===== src/rtl/fetch_ctrl.sv =====
// fetch_ctrl: instruction fetch controller with a single outstanding
// instruction-memory request, decode-side valid/ready handshake, flush
// redirect and misaligned-PC error trapping.
//
// Handshake: Instr/PC are offered while instr_valid=1 and are held stable
// until the cycle where instr_valid && instr_ready, which is the transfer;
// instr_valid never drops without a transfer except on flush or rst.
//
// Ports:
//   clk, rst            clock, synchronous active-high reset
//   PCSrc               next-PC select at handshake (00 +4, 01 target, 10 Result, 11 refetch)
//   PC_target, Result   redirect sources for PCSrc 01 / 10
//   flush, flush_pc     highest-priority redirect
//   imem_req/imem_addr  one-cycle read strobe and address (= PC)
//   imem_rvalid/rdata   read response, one pulse per request
//   Instr, PC, pc_out4  fetched word, its address, PC+4
//   instr_valid/ready   decode handshake
//   fetch_err           misaligned PC, held until flush
//   o_dbg_state         current FSM state encoding
//   perf_fetch_cnt, perf_stall_cnt   only with FETCH_CTRL_PERF_EN defined
//
// Optional feature macro: FETCH_CTRL_PERF_EN (handshake and stall counters).
module fetch_ctrl #(
    parameter int                    DATA_WIDTH = 32,
    parameter logic [DATA_WIDTH-1:0] RESET_PC   = '0
) (
    input  logic                  clk,
    input  logic                  rst,
    input  logic [1:0]            PCSrc,
    input  logic [DATA_WIDTH-1:0] PC_target,
    input  logic [DATA_WIDTH-1:0] Result,
    input  logic                  flush,
    input  logic [DATA_WIDTH-1:0] flush_pc,
    output logic                  imem_req,
    output logic [DATA_WIDTH-1:0] imem_addr,
    input  logic                  imem_rvalid,
    input  logic [DATA_WIDTH-1:0] imem_rdata,
    output logic [DATA_WIDTH-1:0] Instr,
    output logic [DATA_WIDTH-1:0] PC,
    output logic [DATA_WIDTH-1:0] pc_out4,
    output logic                  instr_valid,
    input  logic                  instr_ready,
    output logic                  fetch_err,
`ifdef FETCH_CTRL_PERF_EN
    output logic [31:0]           perf_fetch_cnt,
    output logic [31:0]           perf_stall_cnt,
`endif
    output logic [2:0]            o_dbg_state
);

    typedef enum logic [2:0] {
        S_IDLE  = 3'd0,
        S_REQ   = 3'd1,
        S_WAIT  = 3'd2,
        S_VALID = 3'd3,
        S_DRAIN = 3'd4,
        S_ERR   = 3'd5
    } state_t;

    localparam logic [DATA_WIDTH-1:0] PC_INC = DATA_WIDTH'(4);

    state_t                r_state;
    state_t                w_state_next;
    logic [DATA_WIDTH-1:0] r_pc;
    logic [DATA_WIDTH-1:0] w_pc_next;
    logic [DATA_WIDTH-1:0] r_instr;
    logic [DATA_WIDTH-1:0] w_pc_plus4;
    logic [DATA_WIDTH-1:0] w_sel_pc;
    logic                  w_handshake;
    logic                  w_instr_load;

    assign w_pc_plus4  = r_pc + PC_INC;
    assign w_handshake = (r_state == S_VALID) && instr_ready;

    always_comb begin
        w_sel_pc = w_pc_plus4;
        case (PCSrc)
            2'b00:   w_sel_pc = w_pc_plus4;
            2'b01:   w_sel_pc = PC_target;
            2'b10:   w_sel_pc = Result;
            default: w_sel_pc = r_pc;
        endcase
    end

    always_comb begin
        w_state_next = r_state;
        w_pc_next    = r_pc;
        w_instr_load = 1'b0;
        if (flush) begin
            // Flush wins over handshake and response; a response still owed
            // by memory must be drained before a new request goes out.
            w_pc_next = flush_pc;
            if (flush_pc[1:0] != 2'b00) begin
                w_state_next = S_ERR;
            end else if ((r_state == S_WAIT || r_state == S_DRAIN) && !imem_rvalid) begin
                w_state_next = S_DRAIN;
            end else begin
                w_state_next = S_REQ;
            end
        end else begin
            case (r_state)
                S_IDLE:  w_state_next = S_REQ;
                S_REQ:   w_state_next = S_WAIT;
                S_WAIT: begin
                    if (imem_rvalid) begin
                        w_instr_load = 1'b1;
                        w_state_next = S_VALID;
                    end
                end
                S_VALID: begin
                    if (w_handshake) begin
                        w_pc_next    = w_sel_pc;
                        w_state_next = (w_sel_pc[1:0] != 2'b00) ? S_ERR : S_REQ;
                    end
                end
                S_DRAIN: begin
                    if (imem_rvalid) begin
                        w_state_next = S_REQ;
                    end
                end
                S_ERR:   w_state_next = S_ERR;
                default: w_state_next = S_IDLE;
            endcase
        end
    end

    always_ff @(posedge clk) begin
        if (rst) begin
            r_state <= S_IDLE;
            r_pc    <= RESET_PC;
            r_instr <= '0;
        end else begin
            r_state <= w_state_next;
            r_pc    <= w_pc_next;
            if (w_instr_load) begin
                r_instr <= imem_rdata;
            end
        end
    end

`ifdef FETCH_CTRL_PERF_EN
    logic [31:0] r_fetch_cnt;
    logic [31:0] r_stall_cnt;

    always_ff @(posedge clk) begin
        if (rst) begin
            r_fetch_cnt <= '0;
            r_stall_cnt <= '0;
        end else begin
            // A handshake overridden by flush is not a delivered fetch.
            if (w_handshake && !flush) begin
                r_fetch_cnt <= r_fetch_cnt + 32'd1;
            end
            if (r_state == S_WAIT || r_state == S_DRAIN) begin
                r_stall_cnt <= r_stall_cnt + 32'd1;
            end
        end
    end

    assign perf_fetch_cnt = r_fetch_cnt;
    assign perf_stall_cnt = r_stall_cnt;
`endif

    assign imem_req    = (r_state == S_REQ);
    assign imem_addr   = r_pc;
    assign PC          = r_pc;
    assign pc_out4     = w_pc_plus4;
    assign Instr       = r_instr;
    assign instr_valid = (r_state == S_VALID);
    assign fetch_err   = (r_state == S_ERR);
    assign o_dbg_state = r_state;

endmodule


===== config.mk =====
export PLATFORM = sky130hd
export DESIGN_NAME = fetch_ctrl
export DESIGN_NICKNAME = d
export VERILOG_FILES = /design/src/rtl/fetch_ctrl.sv
export SDC_FILE = /design/constraint.sdc
export NUM_CORES = 1
export LEC_CHECK = 0
export BUFFER_PORTS_ARGS = -buffer_cell sky130_fd_sc_hd__buf_2
export CAP_MARGIN = 20
export CORE_MARGIN = 2
export CORE_UTILIZATION = 45
export DETAILED_ROUTE_END_ITERATION = 10
export PLACE_DENSITY = 0.92
export SETUP_SLACK_MARGIN = 0.1
export SLEW_MARGIN = 0
export SYNTH_ARGS = -nofsm -noshare
export SYNTH_HDL_FRONTEND = slang
export SYNTH_SLANG_ARGS = --single-unit

===== constraint.sdc =====
create_clock -name clk -period 3 [get_ports clk]
set_input_delay 0.6 -clock clk [delete_from_list [all_inputs] [get_ports clk]]
set_output_delay 0.6 -clock clk [all_outputs]
set_load 0.01 [all_outputs]

Word-level counts from Yosys, hierarchy flattened:

Index checks and enable logic that the tools add are counted.

* register bits: 67
* latch bits: 0
* RAM bits: 0
* ROM bits: 0
* bits of input ports: 135
* output and inout port bits: 134
* word-level logic and storage cells: 44
* memories kept: 0

* $add $sub $neg: 1
* multiply operators: 0
* divide/modulo/power cells: 0
* $lt $le $gt $ge: 0
* equality and inequality tests: 10
* shift-type cells: 0
* multiplexer cells: 15
* bitwise logic cells: 0
* reductions and logical operators: 14

Operator list (count)
* 32-bit two-way mux: 3
* 32-bit one-hot mux with 3 select lines: 1
* 32-bit by 3-bit adder with 32-bit output, second input constant: 1
* 3-bit two-way mux: 7
* 3-bit one-hot mux with 6 select lines: 1
* 2-bit nonzero test: 4
* 3-bit by 2-bit equality test with 1-bit output, second input constant: 2
* 3-bit equality test, second input constant: 2
* 3-bit inequality test, second input constant: 2
* 3-bit AND reduction: 2
* 4-bit nonzero test: 1
* 3-bit by 1-bit equality test with 1-bit output, second input constant: 1
* 3-bit zero test: 1
* 1-bit two-way mux: 3
* 3-bit by 2-bit inequality test with 1-bit output, second input constant: 1
* 2-bit by 1-bit equality test with 1-bit output, second input constant: 1
* 2-bit equality test, second input constant: 1
* 1-bit logical AND: 2
* 2-bit zero test: 1
* 2-bit AND reduction: 1
* 1-bit zero test: 1
* 1-bit logical OR: 1

Longest topological paths before layout:

* depth after elaboration: 7
* gate-level depth with buffers: 9
* gate-level depth less buffers: 7

Worst setup path after synthesis:

OpenSTA, ideal clock, no wires.

* path type: reg2out
* from: reg r_pc[2] (netlist: PC[2])
* to: out pc_out4[24]
* arrival: 2061 ps
* required time: 2400 ps
* setup slack: 339 ps
* cell stages (with the launch flop): 7
* buffers on the path: 1
* cells stage by stage: dfxtp_1 -> ha_1 -> nand3_2 -> or4_1 -> buf_2 -> or3_4 -> xnor2_1

* longest elaborated chain between the ends: 1

Ends and longest elaborated chain
* from (decl): line 64 `logic [DATA_WIDTH-1:0] r_pc;`
* from (signal assigned): line 134 `r_pc <= w_pc_next;`
* 32-bit by 3-bit adder with 32-bit output: line 72 `assign w_pc_plus4 = r_pc + PC_INC;`
* to (decl): line 40 `output logic [DATA_WIDTH-1:0] pc_out4,`

No other way between the ends.

Final worst setup path:

* from: reg r_pc[12] (netlist: PC[12])
* to: out pc_out4[24]

Same word-level chain as after synthesis.

==> insert_results.sql <==
INSERT INTO impl_metrics (metric_group, metric, value, unit) VALUES
('grt', 'maximum_number_of_pins_on_one_net_before_global_route_repair', '48', ''),
('worst_setup_path', 'path_delay_family', 'simple AND/OR/NAND/NOR gates', ''),
('worst_setup_path', 'worstPathMaxFanout', '8', ''),
('floorplan', 'ios', '269', ''),
('route', 'drc_errors', '0', ''),
('timing', 'finalCriticalPeriod', '2.824', 'ns'),
('route', 'route.detailed.vias_per_inst', '5.721', ''),
('placed_design', 'io_buffer_count', '268', ''),
('floorplan', 'floorplan.rows', '36', ''),
('clocking', 'cts.reportedPaths.clkPinSlew', '0.08', 'ns'),
('worst_setup_path', 'worst-endpoint-required', '2.40', 'ns'),
('synth', 'synth.avg_cell_area', '7.399', 'um2'),
('worst_setup_path', 'start_kind', 'register', ''),
('synth', 'dominantRegCellSynth', 'dfxtp_1', ''),
('synth', 'synth_warnings', '0', ''),
('floorplan', 'starting_density', '46.56', '%'),
('timing', 'timing.final.setup_violations', '0', ''),
('placed_design', 'gp_congestion', '0.9377', ''),
('worst_setup_path', 'cpPeakStageDelay', '0.61', 'ns'),
('synth', 'count_of_flip_flops_with_a_built_in_enable_after_synthesis', '0', ''),
('worst_setup_path', 'critical_path_class', 'reg -> out', ''),
('timing', 'final-max-slew-violation-count', '0', ''),
('cells_and_area', 'ratio_of_cells_with_drive_above_1_in_the_final_layout', '40.38', '%'),
('cells_and_area', 'n_antenna_cell', '0', ''),
('clocking', 'cts_hold_buffers', '0', ''),
('route', 'firstDrtPassIters', '5', ''),
('run_status', 'outcome', 'complete, no violations', ''),
('worst_setup_path', 'cpMaxStageDelayCell', 'or4_4', ''),
('synth', 'synth.distinct_cells', '66', ''),
('synth', 'post_synth_instance_area', '4551', 'um2'),
('floorplan', 'die_outline_width', '104.6', 'um'),
('clocking', 'clock_latency', '0.34', 'ns'),
('power_and_ir_drop', 'power-per-cell-area', '381.9', 'nW/um2'),
('cells_and_area', 'finish.utilization', '62.54', '%'),
('min_path', 'timing.hold.worst.class', 'reg -> reg', ''),
('route', 'detailedRoute.firstIterationViolations', '398', ''),
('clocking', 'cts_tree', 'done', ''),
('synth', 'netlist_instances', '615', ''),
('clocking', 'cts.htree.levels', '3', ''),
('synth', 'ys_ff_latch', '67', ''),
('power_and_ir_drop', 'p_leak', '0.002877', 'uW'),
('clocking', 'tritoncts_num_sinks', '67', ''),
('worst_setup_path', 'critical_path.cell_chain', 'nand4_4 -> or4_4 -> or3_4 -> xnor2_2 -> buf_2', ''),
('worst_setup_path', 'critical_path.endpoint_type', 'output pin', ''),
('worst_setup_path', 'path_buf_inv', '1', ''),
('worst_setup_path', 'timing.critical_path.depth', '5', ''),
('grt', 'gr-usage-all-layers', '30.18', '%'),
('timing', 'clock.fmax', '354.1', 'MHz'),
('route', 'avgRoutedWirePerCell', '17.33', 'um'),
('placed_design', 'dp.final_hpwl', '12.70', 'mm'),
('timing', 'hold_violation_total_from_the_final_report', '0', ''),
('floorplan', 'dieArea', '10930', 'um2'),
('synth', 'mappedNetlistNets', '755', ''),
('floorplan', 'dieHeight', '104.6', 'um'),
('synth', 'post-synth-top-area-fraction', '29.47', '%'),
('synth', 'most_area_consuming_cells_after_synthesis', 'dfxtp_1 29%, nand2_1 8.7%, a21oi_1 6.2%', ''),
('worst_setup_path', 'worstRegToRegCells', '5', ''),
('route', 'routed-via-count', '5607', ''),
('synth', 'ys_async_sr_fraction', '0', '%'),
('clocking', 'cts_buffer_depth', '2', ''),
('synth', 'ys_seq_area_share', '29.47', '%'),
('cells_and_area', 'fillers', '939', ''),
('timing', 'worst_pin_slew', '0.6015', 'ns'),
('worst_setup_path', 'arrival_time_reported_for_the_critical_path_endpoint', '2.22', 'ns'),
('timing', 'share_of_the_cycle_needed_by_the_critical_path_after_routing', '94.15', '%'),
('cells_and_area', 'finish.net_count', '982', ''),
('clocking', 'root_buffer', 'clkbuf_8', ''),
('cells_and_area', 'areaGrowthSynthToFinish', '34.34', '%'),
('route', 'routed_wire_length', '16.98', 'mm'),
('power_and_ir_drop', 'irDropWorstVdd', '0.2935', 'mV'),
('run', 'timing.max_cap.violations', '0', '');
## sequential cells by signal, summed over array words and instances (netlist names)
register / cells
o_dbg_state: 3
Instr: 32
PC: 32
## layout by cell type, fill, tap and decap left out, types with 11 or more instances in the layout
cell,synthesis,routed
dfxtp_1,67,58
xnor2_1,20,19
nor3_1,14,13
nor2_1,38,38
nand3_1,11,11
buf_2,4,268
nand4_1,11,11
a22oi_1,28,28
nand2_1,106,106
a21oi_1,56,56
buf_4,36,27
o21ai_0,42,41
## worst register-to-register path: stages (launching register included)
cell	delay, ns
dfxtp_2	0.42
nand4_4	0.16
or4_4	0.61
or3_4	0.38
o31a_1	0.30
o32ai_2	0.18
## per-stage QoR
step | instances | hold slack (ns) | power [uW] | worst slack, ns | instance area, um2
after floorplan | 615 | 0.4805 | 1282 | 0.3392 | 4551
after CTS | 976 | 0.4534 | 2333 | 0.1238 | 6036
final | 980 | 0.4526 | 2334 | 0.1755 | 6113
after detailed placement | 960 | 0.4432 | 1500 | 0.2336 | 5789
after global routing | 980 | 0.4742 | 2429 | 0.06754 | 6113
after global placement | 960 | 0.4386 | 1490 | 0.3264 | 5789
## final timing paths
kind | from | slack [ns] | endpoint
worst max register to register | PC[12] | 0.88 | PC[24]
worst max-delay path | PC[12] | 0.18 | pc_out4[24]
worst min register to register | Instr[28] | 0.45 | Instr[28]
worst min-delay path | Instr[28] | 0.45 | Instr[28]
## metal layers
layer / wire, um / share of wire, % / global-route usage (%)
met5: 0 / 0 / 0
met2: 8243 / 49 / 51.87
met4: 332 / 2.0 / 8.784
met3: 1504 / 8.9 / 6.925
met1: 6899 / 41 / 37.57
## synth_stat cells, types with 8 or more instances
cell      count
nand4_1      11
and3_1        8
nor3_1       14
o21ai_0      42
a21oi_1      56
buf_4        36
nand2_1     106
a31oi_1       9
clkbuf_1     33
nor2_1       38
nand3_1      11
a22oi_1      28
dfxtp_1      67
a221oi_1      9
inv_1         9
xnor2_1      20
## power breakdown
part	switching (uW)	internal [uW]	total, uW
clock network	372	470	841
registers	59.3	923	982
logic	281	230	511
total	712	1620	2330
## kinds of logic after synthesis
group                    count (synthesis)  synth area share (%)
AND/OR/NAND/NOR                        235                 25.71
buffers and inverters                   91                 11.14
flip-flops                              67                 29.47
AO/OA/AOI/OAI                          187                 26.45
multiplexers                             3                0.6599
XOR/XNOR                                27                 5.197
adder cells (fa/ha/maj)                  5                 1.375
## final cells by class
cell class | count | area, um2 | share of cell area [%]
Tap cell | 133 | 166.4 | 2.722
Multi-Input combinational cell | 457 | 2745 | 44.90
Clock inverter | 6 | 90.09 | 1.474
Sequential cell | 67 | 1355 | 22.17
Inverter | 10 | 37.54 | 0.6140
Timing Repair Buffer | 297 | 1592 | 26.03
Clock buffer | 10 | 127.6 | 2.088
## repair_timing
item | 4_1_cts | 5_1_grt
gates resized for setup | 8 | 10
buffers inserted | 0 | 3
setup endpoints to repair | 2 | 6
pin swaps | 0 | 3
No activity file was read; power rests on OpenSTA's default activity.
